===== config.mk =====
export PLATFORM = sky130hd
export DESIGN_NAME = fractal_sync_tx
export DESIGN_NICKNAME = d
export VERILOG_FILES = /design/src/rtl/fractal_sync_tx.sv
export SDC_FILE = /design/constraint.sdc
export NUM_CORES = 1
export LEC_CHECK = 0
export BUFFER_PORTS_ARGS = -buffer_cell sky130_fd_sc_hd__buf_2
export CAP_MARGIN = 15
export CELL_PAD_IN_SITES_DETAIL_PLACEMENT = 2
export CELL_PAD_IN_SITES_GLOBAL_PLACEMENT = 2
export CORE_AREA = 5 5 71 73
export DETAILED_ROUTE_END_ITERATION = 7
export DIE_AREA = 0 0 76 78
export PLACE_DENSITY = 0.79
export RECOVER_POWER = 25
export SKIP_LAST_GASP = 1
export SYNTH_ARGS = -nofsm -noshare
export SYNTH_HDL_FRONTEND = slang
export SYNTH_SLANG_ARGS = --single-unit

===== constraint.sdc =====
create_clock -name clk_i -period 5 [get_ports clk_i]
set_input_delay 0.25 -clock clk_i [delete_from_list [all_inputs] [get_ports clk_i]]
set_output_delay 0.25 -clock clk_i [all_outputs]
set_load 0.01 [all_outputs]

===== src/rtl/fractal_sync_tx.sv =====
// Fractal sync node transmit datapath: round-robin arbitration between the
// right (ch 0) and left (ch 1) request FIFOs, optional merge of matching
// heads, and a programmable minimum gap between upstream sync pulses.

package fractal_sync_pkg;
  typedef struct packed {
    logic [3:0] aggr;
    logic [3:0] id;
  } fsync_sig_t;

  typedef struct packed {
    logic       sync;
    fsync_sig_t sig;
    logic [1:0] src;
  } fsync_req_t;
endpackage

module fractal_sync_tx #(
  parameter type         fsync_req_t = fractal_sync_pkg::fsync_req_t,
  parameter bit          MERGE_EN    = 1'b1,
  parameter int unsigned GAP_CYCLES  = 0
) (
  input  logic                  clk_i,
  input  logic                  rst_i,
  input  logic [1:0]            empty_i,
  input  fsync_req_t [1:0]      req_i,
  output logic [1:0]            pop_o,
  output fsync_req_t            req_o,
  output logic                  busy_o
);

  localparam logic [7:0] GAP_LD = 8'(GAP_CYCLES);

  fsync_req_t req_q, req_d;
  logic [7:0] gap_q, gap_d;
  logic       ptr_q, ptr_d;

  logic       both_vld;
  logic       any_vld;
  logic       merge;
  logic       sel;

  // Grant / merge decision, pop generation and next-state for the launch regs
  always_comb begin
    pop_o      = 2'b00;
    ptr_d      = ptr_q;
    req_d      = req_q;
    req_d.sync = 1'b0;
    gap_d      = (gap_q != 8'd0) ? gap_q - 8'd1 : 8'd0;

    both_vld = ~empty_i[0] & ~empty_i[1];
    any_vld  = ~empty_i[0] | ~empty_i[1];
    merge    = MERGE_EN && both_vld &&
               (req_i[0].sig.id   == req_i[1].sig.id) &&
               (req_i[0].sig.aggr == req_i[1].sig.aggr);
    // With both heads valid the pointer decides; otherwise the lone valid one.
    sel      = both_vld ? ptr_q : empty_i[0];

    if (!rst_i && gap_q == 8'd0) begin
      if (merge) begin
        pop_o          = 2'b11;
        req_d          = req_i[0];
        req_d.src      = req_i[0].src | req_i[1].src;
        req_d.sync     = 1'b1;
        ptr_d          = ~ptr_q;
        gap_d          = GAP_LD;
      end else if (any_vld) begin
        pop_o[sel]     = 1'b1;
        req_d          = req_i[sel];
        req_d.sync     = 1'b1;
        ptr_d          = ~sel;
        gap_d          = GAP_LD;
      end
    end
  end

  // Launch register, gap counter and round-robin pointer
  always_ff @(posedge clk_i or posedge rst_i) begin
    if (rst_i) begin
      req_q <= '0;
      gap_q <= 8'd0;
      ptr_q <= 1'b0;
    end else begin
      req_q <= req_d;
      gap_q <= gap_d;
      ptr_q <= ptr_d;
    end
  end

  assign req_o  = req_q;
  assign busy_o = !rst_i && ((gap_q != 8'd0) || (empty_i != 2'b11));

endmodule


==> qor.csv, run 1 <==
metric,value,unit
status,"finished, final reports clean",
number_of_global_route_vias_before_repair,1427,
dpl_cell_area,1520,µm²
yosysWarningCount,0,
diodes,0,
timing.final.crit_share,0.451,
power.density_cell_area,283,nW/µm²
peakVddDrop,0.123,mV
report.final.setup_viol,0,
number_of_cells_on_the_worst_reg_to_reg_path,7,
tritoncts_clock_tree,yes,
finish.instance_area,1590,µm²
grt_max_degree,21,
drive_gt1_frac,0.287,
numCtsBuffers,3,
route.top_layer_used,met4,
io_buffer_count,37,
synth.lib_cells_used.distinct,40,
layout_common_cells,"sky130_fd_sc_hd__buf_2 (36), sky130_fd_sc_hd__nor2_1 (21), sky130_fd_sc_hd__dfrtp_1 (20)",
detail_route.first_pass.iterations,4,
syn_area,1330,µm²
cts_post_setup_buffers_inserted,0,
dieWidth,76,µm
layout_min_cycle_time,2.25,ns
routed_length_per_instance,18.8,µm
leakagePower,0.000711,µW
cts.root.buffer_cell,sky130_fd_sc_hd__clkbuf_8,
place.gp.congestion,0.804,
worst_pin_slew,0.866,ns
clock.fmax,0.444,GHz
path_cells,inv_1 > ha_1 > nor4b_4 > and2_1 > a31oi_1 > buf_2,
globalRouteTotalUtil,0.147,
start_util,0.309,
fin_skew,0.00182,ns
worstReg2RegEnd,req_o[0]$_DFFE_PP0P_,
drt_iter0_markers,52,
die_height,78,µm
timing.reg2reg.setup_slack,2.89,ns
clkLatencyLatePin,0.26,ns
timing.final.hold_violations,0,
cp_data_arrival_time,2.00,ns
synthCells,141,
final_common_cell,sky130_fd_sc_hd__buf_2,
flow.area_growth_from_synthesis,19.9,%
routedLengthMet1,1990,µm
htree_levels,1,
per_cell_via_count_in_the_routed_design,5.73,
setup_total_negative_slack,0,ns
timing.max_cap.violations,0,
pin_count,40,
grt_pass1_wl,7380,µm
min_delay_worst_type,primary input to async pin,
placeableCoreArea,4290,µm²
timing.critical_path.to_type,output pin,
nets,203,
worst_slew_slack_as_a_fraction_of_its_limit,0.421,
avgSynthCellArea,9.41,µm²
finalMaxSlewViolations,0,
antenna_found_initial,0,
remaining_drc_errors,0,
startpoint_type,register,
timing_worst_setup_path_type,register to output pin,
ys_seq_elements,20,
cts.repair.resized,0,
worstSetupStartpoint,gap_q[0]$_DFF_PP0_,
synthesized_net_count,169,
dp_hpwl,3200,µm
filler_cells,498,
synth-seq-area-share,0.377,
critical_path_peak_fanout,6,
setup_repair_after_global_routing_missed_its_margin,no,
crit_path_max_incr_delay,0.43,ns
standard_cell_row_count,24,
wirelength,4250,µm
cts-root-to-sink-buffers,2,
cpMaxStageDelayCell,sky130_fd_sc_hd__nor4b_4,
cts_hold_buffers,0,
cts.sinks,20,
clkTransAtPathRegs,0.08,ns
wl_met2,2060,µm
grt_remaining_overflow,0,
via_count,1296,
r2r-start,gap_q[0]$_DFF_PP0_,
floorplan.die_area,5930,µm²
drt.antenna.violating_nets,0,
crit_required,4.75,ns
met3WireLength,140,µm
cell type report:
cell class / instances / area (µm²) / area share
multi-input combinational: 108 / 746 / 0.469
tap: 52 / 65.1 / 0.0409
inverter: 4 / 16.3 / 0.0102
clock inverter: 1 / 30.0 / 0.0189
clock buffer: 3 / 41.3 / 0.0260
timing repair buffer: 38 / 191 / 0.120
sequential: 20 / 500 / 0.315
worst max-delay path: cells and delay by family (launching register included):
family	cells	cell delay, ns
flops	1	0.41
compound gates	1	0.11
buf+inv	2	0.29
fa+ha+maj	1	0.21
simple gates	2	0.72
per-layer routing:
| layer | global-route usage | vias up |
|---|---|---|
| li1 | - | 606 |
| met1 | 0.199 | 647 |
| met2 | 0.246 | 37 |
| met3 | 0.0243 | 6 |
| met4 | 0.0338 | 0 |
| met5 | 0 | - |
worst max-delay path by stage:
stage / end / slack [ns] / cells after the start
2_1_floorplan: req_o[0]$_DFFE_PP0P_ / 3.34 / 8
3_3_place_gp: req_o[0]$_DFFE_PP0P_ / 3.02 / 7
3_5_place_dp: req_o[0]$_DFFE_PP0P_ / 2.90 / 7
4_1_cts: busy_o / 2.75 / 6
5_1_grt: pop_o[1] / 2.59 / 6
6_report: busy_o / 2.75 / 6
logic make-up (layout without fill, tap and decap cells):
logic type               count (synthesis)  after routing  share of synthesized area
AND/OR/NAND/NOR                         56             56                      0.243
multiplexers                             2              2                     0.0170
AO/OA/AOI/OAI                           38             38                      0.217
flip-flops                              20             20                      0.377
XOR/XNOR                                10             10                     0.0660
adder cells (fa/ha/maj)                  2              2                     0.0189
buffers and inverters                   13             46                     0.0604
state kept, by name, indices dropped and copies added (netlist names):
| register | cells |
|---|---|
| req_o | 11 |
| gap_q | 8 |
| ptr_q | 1 |
synthesized netlist by cell type, drive strengths merged:
library cell,count,share of area
a21o,2,0.011
a21oi,2,0.0075
a221oi,1,0.0066
a311oi,1,0.0066
a31oi,11,0.052
a41oi,8,0.053
and2,1,0.0047
and3,1,0.0057
and4,1,0.0066
buf,4,0.026
clkbuf,4,0.012
clkinv,1,0.0038
dfrtp,20,0.38
dlymetal6s2s,1,0.0094
ha,2,0.019
inv,3,0.0085
mux2,2,0.017
nand2,3,0.0085
nand3,3,0.015
nand3b,1,0.0057
nand4,3,0.014
nor2,21,0.059
nor2b,2,0.0094
nor3,9,0.042
nor3b,8,0.045
nor4b,1,0.018
o2111ai,1,0.0066
o21ai,2,0.0075
o21bai,1,0.0057
o311a,1,0.0075
o311ai,8,0.053
or2,1,0.0047
or3,1,0.0047
xnor2,9,0.059
xor2,1,0.0066
stage by stage:
stage / util / hold slack, ns / power [µW] / setup slack, ns / instances
floorplan: - / 0.214 / 245 / 3.34 / 141
finish: 0.370 / 0.207 / 451 / 2.75 / 226
detailed placement: 0.354 / 0.475 / 286 / 2.90 / 222
global placement: 0.354 / 0.453 / 282 / 3.02 / 222
global route: 0.370 / 0.289 / 475 / 2.59 / 226
CTS: 0.371 / 0.206 / 456 / 2.75 / 226
power by group:
part / switching (µW) / leakage [µW] / internal (µW)
logic: 61.5 / 0.000425 / 38.4
registers: 7.60 / 0.000250 / 175
clock network: 60.9 / 0.0000357 / 107
total: 130 / 0.000711 / 321
Power figures use the tool's default switching activity.
==> inputs of run 2 (changes only) <==
--- a/config.mk
+++ b/config.mk
@@ -5,14 +5,15 @@
 export SDC_FILE = /design/constraint.sdc
 export NUM_CORES = 1
 export LEC_CHECK = 0
+export ABC_AREA = 1
 export BUFFER_PORTS_ARGS = -buffer_cell sky130_fd_sc_hd__buf_2
 export CAP_MARGIN = 15
 export CELL_PAD_IN_SITES_DETAIL_PLACEMENT = 2
 export CELL_PAD_IN_SITES_GLOBAL_PLACEMENT = 2
-export CORE_AREA = 5 5 71 73
+export CORE_AREA = 5 5 78 80
 export DETAILED_ROUTE_END_ITERATION = 7
-export DIE_AREA = 0 0 76 78
-export PLACE_DENSITY = 0.79
+export DIE_AREA = 0 0 83 85
+export PLACE_DENSITY = 0.72
 export RECOVER_POWER = 25
 export SKIP_LAST_GASP = 1
 export SYNTH_ARGS = -nofsm -noshare
==> constraint.sdc (replaced) <==
create_clock -name clk_i -period 1.8 [get_ports clk_i]
set_input_delay 0.09 -clock clk_i [delete_from_list [all_inputs] [get_ports clk_i]]
set_output_delay 0.09 -clock clk_i [all_outputs]
set_load 0.01 [all_outputs]
==> run 2 against run 1 <==
Net effect: cell count increased by 27%; via count decreased by 5.0%; global-route usage decreased by 3.5 points; worst hold slack got worse by 0.0097 ns; clock power increased to 2.7 times the previous value; area after synthesis decreased by 2.8%; first-iteration DRC count decreased by 71%; sequential power increased to 2.8 times the previous value; combinational power increased to 2.5 times the previous value; wire length decreased by 15%; die area increased by 19%; clock skew increased by 0.0025 ns; largest power group unchanged.
==> qor.csv, run 2 <==
metric,value,unit
drive_gt1_frac,0.302,
floorplan.die_area,7060,µm²
netlist_top_cells_area,"sky130_fd_sc_hd__dfrtp_1 (39%), sky130_fd_sc_hd__nand2_1 (18%), sky130_fd_sc_hd__inv_1 (6.7%), sky130_fd_sc_hd__o21ai_2 (6.1%), sky130_fd_sc_hd__nor2_1 (3.2%)",
cts-root-to-sink-buffers,2,
timing.critical_path.to_type,output pin,
status,"finished, final reports clean",
synth_async_sr_flop_share,1.00,
synth.lib_cells_used.distinct,25,
clkTransAtPathRegs,0.08,ns
htree_levels,1,
seqPwrFrac,0.417,
layout_min_cycle_time,1.66,ns
dp.cells,279,
largest_register_ff_count,11,
layout_common_cells,"sky130_fd_sc_hd__nand2_1 (60), sky130_fd_sc_hd__buf_2 (30), sky130_fd_sc_hd__inv_1 (21)",
power.density_cell_area,726,nW/µm²
diodes,0,
wirelength,3600,µm
globalRouteTotalUtil,0.112,
synth-main-ff-cell,sky130_fd_sc_hd__dfrtp_1,
finish.utilization,0.313,
peakVddDrop,0.256,mV
yosysWarningCount,0,
grt_remaining_overflow,0,
power.switching,333,µW
synthCells,172,
finalMaxSlewViolations,0,
post-synth-top-count-cell,sky130_fd_sc_hd__nand2_1,
synth-seq-area-share,0.388,
power.share.combinational,0.207,
timing.max_cap.violations,0,
cp_data_arrival_time,1.57,ns
synth_top_area_share,0.388,
number_of_global_route_vias_before_repair,1422,
syn_area,1290,µm²
numCtsBuffers,3,
place.gp.congestion,0.707,
min_delay_worst_type,primary input to register,
antenna_found_initial,0,
setup_repair_after_global_routing_missed_its_margin,no,
setup_total_negative_slack,0,ns
pin_count,40,
yosys-top-cells-count,"sky130_fd_sc_hd__nand2_1 (61), sky130_fd_sc_hd__inv_1 (23), sky130_fd_sc_hd__dfrtp_1 (20)",
leakagePower,0.000909,µW
filler_cells,653,
die_height,85,µm
timing_worst_setup_path_type,register to output pin,
cpMaxStageDelayCell,sky130_fd_sc_hd__dfrtp_1,
seq_area,500,µm²
routed_length_per_instance,12.5,µm
final_common_cell,sky130_fd_sc_hd__nand2_1,
worst_pin_slew,0.397,ns
flow.area_growth_from_synthesis,29.7,%
synthesized_net_count,200,
crit_path_max_incr_delay,0.41,ns
nets,244,
start_util,0.241,
dieWidth,83,µm
dpl_cell_area,1550,µm²
via_count,1231,
startpoint_type,register,
clkLatencyLatePin,0.26,ns
finish.instance_area,1670,µm²
tritoncts_clock_tree,yes,
cts.root.buffer_cell,sky130_fd_sc_hd__clkbuf_8,
timing.final.crit_share,0.925,
ys_seq_elements,20,
grt_pass1_wl,6560,µm
avgSynthCellArea,7.49,µm²
detail_route.first_pass.iterations,4,
per_cell_via_count_in_the_routed_design,4.29,
io_buffer_count,37,
dp_hpwl,2950,µm
cts.sinks,20,
synth_top_cell_by_area,sky130_fd_sc_hd__dfrtp_1,
pwr-share-clk,0.375,
clock.fmax,0.601,GHz
fin_skew,0.00436,ns
cellInternalPower,880,µW
standard_cell_row_count,27,
switching_share,0.275,
path_cells,inv_2 > ha_4 > nand3_4 > nor2_8 > buf_4 > a31oi_1 > buf_2,
placeableCoreArea,5340,µm²
crit_required,1.71,ns
report.final.setup_viol,0,
worst_slew_slack_as_a_fraction_of_its_limit,0.735,
grt_max_degree,24,
remaining_drc_errors,0,
layoutNonFillerInstCount,287,
drt.antenna.violating_nets,0,
multi_input_comb_area,699,µm²
critical_path_peak_fanout,5,
timing.final.hold_violations,0,
drt_iter0_markers,15,
synth_enable_flop_cells,0,
run 2: cell count changes after synthesis, moves of 8 or more:
cell                       change
sky130_fd_sc_hd__nand2_1      +58
sky130_fd_sc_hd__o311ai_0      -8
sky130_fd_sc_hd__inv_1        +20
sky130_fd_sc_hd__a31oi_1      -10
sky130_fd_sc_hd__a41oi_1       -8
sky130_fd_sc_hd__o21ai_2       +9
sky130_fd_sc_hd__nor2_1       -10
run 2: path summary, 6_finish.rpt:
check	start	end	slack, ns	cells after the start
min in group asynchronous	rst_i	req_o[9]$_DFFE_PP0P_	0.37	3
min	req_i[18]	req_o[7]$_DFFE_PP0P_	0.20	5
min reg2reg	gap_q[0]$_DFF_PP0_	gap_q[0]$_DFF_PP0_	0.47	1
max in group asynchronous	rst_i	gap_q[5]$_DFF_PP0_	0.89	4
max	gap_q[0]$_DFF_PP0_	busy_o	0.14	7
max reg2reg	gap_q[0]$_DFF_PP0_	req_o[0]$_DFFE_PP0P_	0.18	7
run 2: through the flow:
stage                     worst slack [ns]  power (µW)  hold slack (ns)
final                                0.136        1210            0.197
after global routing               0.00707        1290            0.229
after CTS                           0.0114        1240            0.190
after detailed placement            0.0232         778            0.101
after global placement              0.0607         770           0.0954
after floorplan                      0.334         671           0.0934
run 2: cell families (layout without fill, tap and decap cells):
family / Yosys count / after routing / synth area share
adder cells (fa/ha/maj): 2 / 2 / 0.0194
AND/OR/NAND/NOR: 94 / 94 / 0.346
buffers and inverters: 27 / 70 / 0.0922
XOR/XNOR: 3 / 3 / 0.0204
AO/OA/AOI/OAI: 26 / 26 / 0.134
flip-flops: 20 / 20 / 0.388
run 2: repair_timing:
| item | in CTS | in global routing |
|---|---|---|
| hold buffers | 1 | 0 |
| endpoints found under the hold margin | 6 | 0 |
| pin swaps | 1 | 1 |
| buffers inserted | 2 | 1 |
| resized for setup | 1 | 7 |
| endpoints found under the setup margin | 2 | 14 |
run 2: worst max-delay path, delay by kind of cell (launching register included):
| family | cells | cell delay [ns] |
|---|---|---|
| AOI/OAI and AO/OA | 1 | 0.07 |
| buffers and inverters | 3 | 0.38 |
| DFF | 1 | 0.41 |
| and+or+nand+nor | 2 | 0.31 |
| adders and majority gates | 1 | 0.15 |
run 2: cell type report:
cell class	instances	area share
multi-input cells	125	0.418
flip-flops and latches	20	0.299
repair buffers	43	0.134
well taps	72	0.0539
inverters	23	0.0516
clock buffers	3	0.0247
clock inverters	1	0.0180
run 2: metal layers:
metal,vias to the layer above,track usage,wire [µm]
met5,-,0,0
li1,628,-,-
met1,571,0.136,1630
met3,5,0.0272,171
met4,0,0.0357,55
met2,27,0.196,1740
run 2: power groups by stage:
stage / Clock, µW / Sequential [µW] / Combinational, µW
6_report: 456 / 506 / 252
5_1_grt: 485 / 512 / 293
4_1_cts: 471 / 507 / 264
3_5_place_dp: 0 / 516 / 262
3_3_place_gp: 0 / 515 / 255
2_1_floorplan: 0 / 527 / 145
==> inputs of run 3 (changes only) <==
--- a/config.mk
+++ b/config.mk
@@ -8,11 +8,11 @@
 export ABC_AREA = 1
 export BUFFER_PORTS_ARGS = -buffer_cell sky130_fd_sc_hd__buf_2
 export CAP_MARGIN = 15
-export CELL_PAD_IN_SITES_DETAIL_PLACEMENT = 2
-export CELL_PAD_IN_SITES_GLOBAL_PLACEMENT = 2
-export CORE_AREA = 5 5 78 80
+export CELL_PAD_IN_SITES_DETAIL_PLACEMENT = 0
+export CELL_PAD_IN_SITES_GLOBAL_PLACEMENT = 1
+export CORE_AREA = 5 5 77 65
 export DETAILED_ROUTE_END_ITERATION = 7
-export DIE_AREA = 0 0 83 85
+export DIE_AREA = 0 0 82 70
 export PLACE_DENSITY = 0.72
 export RECOVER_POWER = 25
 export SKIP_LAST_GASP = 1
==> run 3 against run 2 <==
Net effect: worst hold slack worse by 0.00063 ns; setup slack worse by 0.019 ns; die area is 19% lower; sequential share of layout area is 1.6 points higher; non-clock buffer count is 1 lower; combinational power is 4% lower; final area is 4.9% lower; via count is 8.1% lower; critical endpoint is now pop_o[1].
==> qor.csv, run 3 (synthesized netlist as in run 2, its figures left out) <==
metric,value,unit
postLayoutSetupSlackWorst,0.116,ns
nets,243,
dpl_cell_area,1530,µm²
setup_total_negative_slack,0,ns
clkLatencyLatePin,0.25,ns
flow.area_growth_from_synthesis,23.3,%
cts-root-to-sink-buffers,2,
htree_levels,1,
antenna_found_initial,0,
switching_share,0.295,
setup_repair_after_global_routing_missed_its_margin,no,
status,"finished, final reports clean",
drt.antenna.violating_nets,0,
r2r-start,gap_q[0]$_DFF_PP0_,
power.share.combinational,0.234,
endpoint,pop_o[1],
worstReg2RegEnd,req_o[0]$_DFFE_PP0P_,
cp_data_arrival_time,1.59,ns
finish.instance_area,1590,µm²
layout_common_cells,"sky130_fd_sc_hd__nand2_1 (61), sky130_fd_sc_hd__buf_2 (27), sky130_fd_sc_hd__inv_1 (23)",
standard_cell_row_count,21,
place.gp.congestion,0.753,
grt_max_degree,24,
peakVddDrop,0.222,mV
placeableCoreArea,4100,µm²
grt_pass1_wl,5000,µm
number_of_cells_on_the_worst_reg_to_reg_path,7,
grt_remaining_overflow,0,
crit_required,1.71,ns
layout_min_cycle_time,1.68,ns
timing.final.crit_share,0.935,
diodes,0,
pwr-share-clk,0.275,
cts.sinks,20,
dieWidth,82,µm
drt_iter0_markers,19,
layoutNonFillerInstCount,270,
dp.cells,264,
multi_input_comb_area,677,µm²
number_of_global_route_vias_before_repair,1143,
remaining_drc_errors,0,
floorplan.die_area,5740,µm²
seq_area,500,µm²
power.density_cell_area,649,nW/µm²
globalRouteTotalUtil,0.111,
finalMaxSlewViolations,0,
cellInternalPower,727,µW
pin_count,40,
io_buffer_count,37,
routed_length_per_instance,10.6,µm
wirelength,2860,µm
min_delay_worst_type,primary input to register,
timing.reg2reg.setup_slack,0.19,ns
timing_worst_setup_path_type,register to output pin,
largest_register_ff_count,11,
dp_hpwl,2360,µm
worst_slew_slack_as_a_fraction_of_its_limit,0.706,
critical_path_peak_fanout,5,
fin_skew,0.00102,ns
cts.root.buffer_cell,sky130_fd_sc_hd__clkbuf_8,
power.switching,304,µW
final_common_cell,sky130_fd_sc_hd__nand2_1,
clkTransAtPathRegs,0.07,ns
timing.critical_path.to_type,output pin,
startpoint_type,register,
report.final.setup_viol,0,
pre_cts_ws,0.119,ns
seqPwrFrac,0.491,
tritoncts_clock_tree,yes,
timing.max_cap.violations,0,
per_cell_via_count_in_the_routed_design,4.19,
start_util,0.314,
timing.final.hold_violations,0,
numCtsBuffers,3,
die_height,70,µm
finalPower,1030,µW
detail_route.first_pass.iterations,4,
filler_cells,455,
drive_gt1_frac,0.254,
worst_pin_slew,0.440,ns
via_count,1131,
clock.fmax,0.594,GHz
worstSetupStartpoint,gap_q[0]$_DFF_PP0_,
leakagePower,0.000879,µW
run 3: changes by cell type in the layout (fill, tap and decap cells not counted):
cell                        previous run  this run
sky130_fd_sc_hd__ha_4                  1         0
sky130_fd_sc_hd__clkbuf_1              7        10
sky130_fd_sc_hd__inv_1                21        23
sky130_fd_sc_hd__ha_1                  1         2
sky130_fd_sc_hd__buf_2                30        27
sky130_fd_sc_hd__inv_2                 2         0
sky130_fd_sc_hd__a21oi_1               5         7
sky130_fd_sc_hd__buf_4                 5         4
sky130_fd_sc_hd__nand2_2               2         1
sky130_fd_sc_hd__nand2_1              60        61
sky130_fd_sc_hd__a21oi_2               3         1
sky130_fd_sc_hd__bufinv_16             1         0
run 3: what timing repair did:
item / 4_1_cts / 5_1_grt
hold buffers: 1 / 0
hold endpoints to repair: 4 / 0
setup endpoints to repair: 0 / 6
buffers inserted: 0 / 2
resized for setup: 0 / 1
run 3: cell type report:
| type | instances | share of cell area |
|---|---|---|
| multi-input combinational | 125 | 0.426 |
| inverter | 23 | 0.0543 |
| clock buffer | 3 | 0.0260 |
| timing repair buffer | 42 | 0.134 |
| sequential | 20 | 0.315 |
| tap | 57 | 0.0449 |
run 3: per-stage QoR:
| stage | utilization | hold slack, ns |
|---|---|---|
| 3_5_place_dp | 0.373 | 0.0653 |
| 5_1_grt | 0.388 | 0.191 |
| 3_3_place_gp | 0.373 | 0.0659 |
| 6_report | 0.388 | 0.197 |
| 4_1_cts | 0.385 | 0.188 |
| 2_1_floorplan | - | 0.0934 |
run 3: how the worst min path moves through the flow:
stage | start | to | slack [ns] | cells past startpoint
after CTS | req_i[14] | req_o[3]$_DFFE_PP0P_ | 0.19 | 5
after global placement | rst_i | req_o[4]$_DFFE_PP0P_ | 0.07 | 2
final | req_i[14] | req_o[3]$_DFFE_PP0P_ | 0.20 | 5
after detailed placement | rst_i | ptr_q$_DFFE_PP0P_ | 0.07 | 2
after global routing | req_i[14] | req_o[3]$_DFFE_PP0P_ | 0.19 | 5
after floorplan | rst_i | gap_q[0]$_DFF_PP0_ | 0.09 | 1
run 3: per-layer routing:
layer / up-vias / global-route usage / wire, µm
li1: 626 / - / -
met1: 474 / 0.162 / 1520
met2: 27 / 0.158 / 1190
met3: 4 / 0.0180 / 109
met4: 0 / 0.0498 / 51
met5: - / 0 / 0
run 3: worst max-delay path: stages, from the launching register on:
cell and delay (ns):
sky130_fd_sc_hd__dfrtp_1 0.39, sky130_fd_sc_hd__inv_1 0.09, sky130_fd_sc_hd__ha_1 0.19, sky130_fd_sc_hd__nand3_4 0.12
sky130_fd_sc_hd__nor2_8 0.15, sky130_fd_sc_hd__nand2_1 0.10, sky130_fd_sc_hd__a21oi_1 0.14, sky130_fd_sc_hd__buf_2 0.15
run 3: power by group through the flow:
stage	registers [µW]	clock network (µW)	logic, µW
finish	507	283	242
global placement	514	0	252
detailed placement	514	0	253
global route	510	318	278
CTS	506	299	255
floorplan	527	0	145
